## src/rtl/rr_mux_arb.sv

```systemverilog
// rr_mux_arb: N-channel valid/ready mux with fixed-select or round-robin grant and a registered output
module rr_mux_arb #(
    parameter int N_CH = 4,
    parameter int W    = 8,
    parameter int CW   = $clog2(N_CH)
) (
    input  logic              clk,
    input  logic              rst_n,
    input  logic              mode,
    input  logic [CW-1:0]     sel,
    input  logic [N_CH*W-1:0] in_data,
    input  logic [N_CH-1:0]   in_valid,
    output logic [N_CH-1:0]   in_ready,
    output logic [W-1:0]      out_data,
    output logic [CW-1:0]     out_ch,
    output logic              out_valid,
    input  logic              out_ready
);
    localparam int NP = 1 << CW;
    logic [NP-1:0] vpad;
    logic [CW-1:0] rr_ptr, gidx;
    logic          hit, go, can_load;
    assign can_load = !out_valid || out_ready;
    // zero-padded valids make an out-of-range sel read as "not requesting"
    always_comb begin
        vpad = '0;
        vpad[N_CH-1:0] = in_valid;
        hit = 1'b0;
        gidx = sel;
        if (mode) begin
            for (int i = 0; i < N_CH; i++) begin
                if (!hit && in_valid[(int'(rr_ptr) + i) % N_CH]) begin
                    hit = 1'b1;
                    gidx = CW'((int'(rr_ptr) + i) % N_CH);
                end
            end
        end else begin
            hit = vpad[sel];
        end
    end
    assign go = hit && can_load && rst_n;
    assign in_ready = go ? N_CH'(1) << gidx : '0;
    always_ff @(posedge clk) begin
        if (!rst_n) begin
            out_valid <= 1'b0;
            out_data  <= '0;
            out_ch    <= '0;
            rr_ptr    <= '0;
        end else if (go) begin
            out_valid <= 1'b1;
            out_data  <= in_data[gidx*W +: W];
            out_ch    <= gidx;
            if (mode) rr_ptr <= (gidx == CW'(N_CH - 1)) ? '0 : gidx + 1'b1;
        end else if (out_ready) begin
            out_valid <= 1'b0;
        end
    end
endmodule

```

## config.mk

```make
export PLATFORM = sky130hd
export DESIGN_NAME = rr_mux_arb
export DESIGN_NICKNAME = d
export VERILOG_FILES = /design/src/rtl/rr_mux_arb.sv
export SDC_FILE = /design/constraint.sdc
export NUM_CORES = 1
export LEC_CHECK = 0
export CAP_MARGIN = 20
export CORE_MARGIN = 4
export CORE_UTILIZATION = 25
export CTS_CLUSTER_SIZE = 16
export DETAILED_ROUTE_END_ITERATION = 16
export GPL_ROUTABILITY_DRIVEN = 0
export PLACE_DENSITY = 0.64
export SLEW_MARGIN = 20
export SYNTH_ARGS = -nofsm -noshare
export SYNTH_HDL_FRONTEND = slang
export SYNTH_SLANG_ARGS = --single-unit
export TNS_END_PERCENT = 50
```

## constraint.sdc

```tcl
create_clock -name clk -period 3.9 [get_ports clk]
set_input_delay 1.17 -clock clk [delete_from_list [all_inputs] [get_ports clk]]
set_output_delay 1.17 -clock clk [all_outputs]
set_load 0.03 [all_outputs]
```

==> flow_summary_export.csv <==
group,metric,value,unit
die,std_cell_rows,27,
routing,wl_met1,2160,um
timing,fin_skew,0.00644,ns
critical_path,critical_path_required,2.73,ns
routing,topRoutingLayerUsed,"met4",
global_route,grt_pass1_vias,1681,
routing,drt-wirelength-per-cell,14.1,um
global_route,grt_overflow_total,0,
routing,detail-route-antenna-nets,0,
synthesis,avgSynthCellArea,8.25,um^2
timing,finalWorstSetupSlack,-0.00328,ns
synthesis,synth_area_leaders,"dfxtp_1 18%, mux2i_1 8.2%, mux2_2 5.4%",
critical_path,path_cells,"buf_8 > buf_6 > nor4_4 > a31oi_1 > and3_4 > o211ai_4 > nand2_4 > inv_4 > ha_4 > and3_4 > buf_6",
timing,setup_viol,1,
synthesis,synth_warnings,0,
critical_path,path_max_fanout,6,
clock_tree,clkTransAtPathRegs,0.06,ns
critical_path,ff2ff_setup_slack,1.40,ns
critical_path,end_kind,"output port",
critical_path,crit_start,"in_valid[2]",
critical_path,critical_path_buf_inv_count,4,
cells_and_area,drive_above_1_share,31.0,%
synthesis,synth_cell_types,58,
routing,vias_per_cell,4.93,
synthesis,ys_seq_area_share,17.7,%
place,pre_cts_ws,-0.509,ns
critical_path,crit_arrival,2.73,ns
timing,rsz0062_at_grt,"true",
clock_tree,clk_latency,0.24,ns
critical_path,r2r_start,"rr_ptr[0]",
timing,tightest_slew,0.571,ns
routing,dr_total_vias,1626,
die,start_util,26.2,%
power_and_ir_drop,p_leak,0.945,nW
place,io_buffers,56,
cells_and_area,nFillCells,590,
die,die_area,0.00716,mm^2
timing,min_period,3.90,ns
critical_path,critPathKind,"in -> out",
timing,slew_headroom,61.9,%
status,violations,"negative setup slack",
hold_path,hp-class,"reg -> reg",
routing,firstDrtPassIters,4,
timing,min_period_over_period,100,%
routing,met2_length,2170,um
power_and_ir_drop,finalPower,0.000614,W
synthesis,synth_nets,221,
cells_and_area,syn_to_final_growth,63.1,%
die,core_area,0.00561,mm^2
critical_path,slowest_stage,"nor4_4",
hold_path,min_from,"out_ch[0]",
synthesis,yosys.area.top_type,"dfxtp_1",
cells_and_area,n_antenna_cell,0,
synthesis,synth-async-reset-ratio,0,%
flow_run,maxCapViolations,0,
global_route,antenna_found_initial,0,
critical_path,cp_top_family,"simple AND/OR/NAND/NOR gates",
power_and_ir_drop,irDropWorstVdd,0.000201,V
routing,dr_wl_met3,266,um
clock_tree,cts_made_buffers,3,
synthesis,syn_inst,178,
synthesis,synth-seq-cells,13,
status,status,"complete, but fails checks",
timing,finalHoldViolCount,0,
global_route,grt_max_degree,18,
critical_path,critPathLaunchType,"input pin",
synthesis,synth_edf_count,0,
power_and_ir_drop,p_per_area,256,mW/mm^2
synthesis,netlist_area,0.00147,mm^2
routing,drt-total-wl,4670,um
cells_and_area,nets,302,
die,die_h,84.6,um
clock_tree,cts_tree,"done",
critical_path,slowest_delay,0.29,ns
synthesis,ys.flop_type,"dfxtp_1",
timing,fmax,0.256,GHz
global_route,grt_pass1_wl,7760,um
clock_tree,cts_num_sinks,13,
clock_tree,htreeDepth,1,
clock_tree,cts_max_path_buffers,2,
die,io_pins,57,
routing,drt_iter0_drc,158,
die,die_x,84.6,um
timing,drv_slew,0,
synthesis,synth_top_area_share,17.7,%
routing,drc,0,
place,dp.final_hpwl,3590,um
clock_tree,cts_root_buffer,"clkbuf_8",
global_route,grt.total_usage,12.9,%
[cells by family after synthesis]
| family | after synthesis | share of synthesized area [%] |
|---|---|---|
| adder cells (fa/ha/maj) | 1 | 0.852 |
| AO/OA/AOI/OAI | 58 | 30.6 |
| buffers and inverters | 19 | 9.29 |
| AND/OR/NAND/NOR | 67 | 26.4 |
| flip-flops | 13 | 17.7 |
| multiplexers | 20 | 15.1 |
[worst min-delay path: cells and delay by family, from the launching register on]
kind / cells / cell delay (ns)
compound gates: 1 / 0.06
simple gates: 1 / 0.05
flops: 1 / 0.31
[registers in the layout, indices dropped and copies added, names as in the netlist]
signal,count
out_valid,1
out_data,8
out_ch,2
rr_ptr,2
[power by group]
group          leakage (nW)  internal, W  switching [W]
registers             0.107     0.000149      0.0000147
clock network        0.0228    0.0000721      0.0000481
logic                 0.815     0.000172       0.000158
total                 0.945     0.000393       0.000220
[placed cells by master, fill, tap and decap left out, types with 7 or more instances in the layout]
cell type and n:
a21oi_1 7, buf_4 32, mux2_2 7, clkdlybuf4s50_1 46
o21ai_0 7, nor2_1 7, dfxtp_1 13, nand2_1 20
mux2i_1 12
[timing repair]
| item | in CTS | in global routing |
|---|---|---|
| setup buffers | 2 | 0 |
| cloned | 2 | 0 |
| hold endpoints to repair | 0 | 0 |
| gates resized for setup | 37 | 13 |
| pin swaps | 12 | 9 |
| endpoints found under the setup margin | 4 | 4 |
| hold buffers | 0 | 0 |
[Yosys cell counts (all sizes together) (4+ instances only)]
cell,n
buf,11
o22ai,6
inv,5
nor2b,4
nor2,11
mux2i,12
a221oi,5
dfxtp,13
nand3,5
o211ai,7
o21ai,9
a21o,4
nor3b,4
nand2,22
mux2,7
a21oi,8
[layout make-up]
cell class              instances  area (um^2)  area share, %
repair buffers                 90          833           34.8
inverters                       5         21.3          0.889
flip-flops and latches         13          260           10.9
well taps                      72         90.1           3.76
clock buffers                   4         45.0           1.88
multi-input cells             146         1140           47.8
[routing by layer]
layer,vias to the layer above,track usage (%)
li1,834,-
met1,738,16.1
met2,48,22.1
met3,6,2.85
met4,0,3.88
met5,-,0
[path summary, 6_finish.rpt]
path                  to  cells past startpoint
min            out_ch[0]                      2
min reg2reg    out_ch[0]                      2
max reg2reg  out_data[1]                      9
max          in_ready[3]                     11
[stage by stage]
| step | setup TNS (ns) | instance area (um^2) | instances | utilization, % | hold slack (ns) |
|---|---|---|---|---|---|
| floorplan | -0.227 | 1480 | 178 | - | 0.588 |
| global placement | -1.87 | 2240 | 322 | 39.9 | 0.450 |
| detailed placement | -1.90 | 2240 | 322 | 39.9 | 0.466 |
| CTS | -0.0323 | 2350 | 330 | 41.9 | 0.477 |
| global route | -0.232 | 2390 | 330 | 42.7 | 0.510 |
| finish | -0.00328 | 2390 | 330 | 42.7 | 0.472 |
Note: power is estimated with default switching activity, not from simulation.
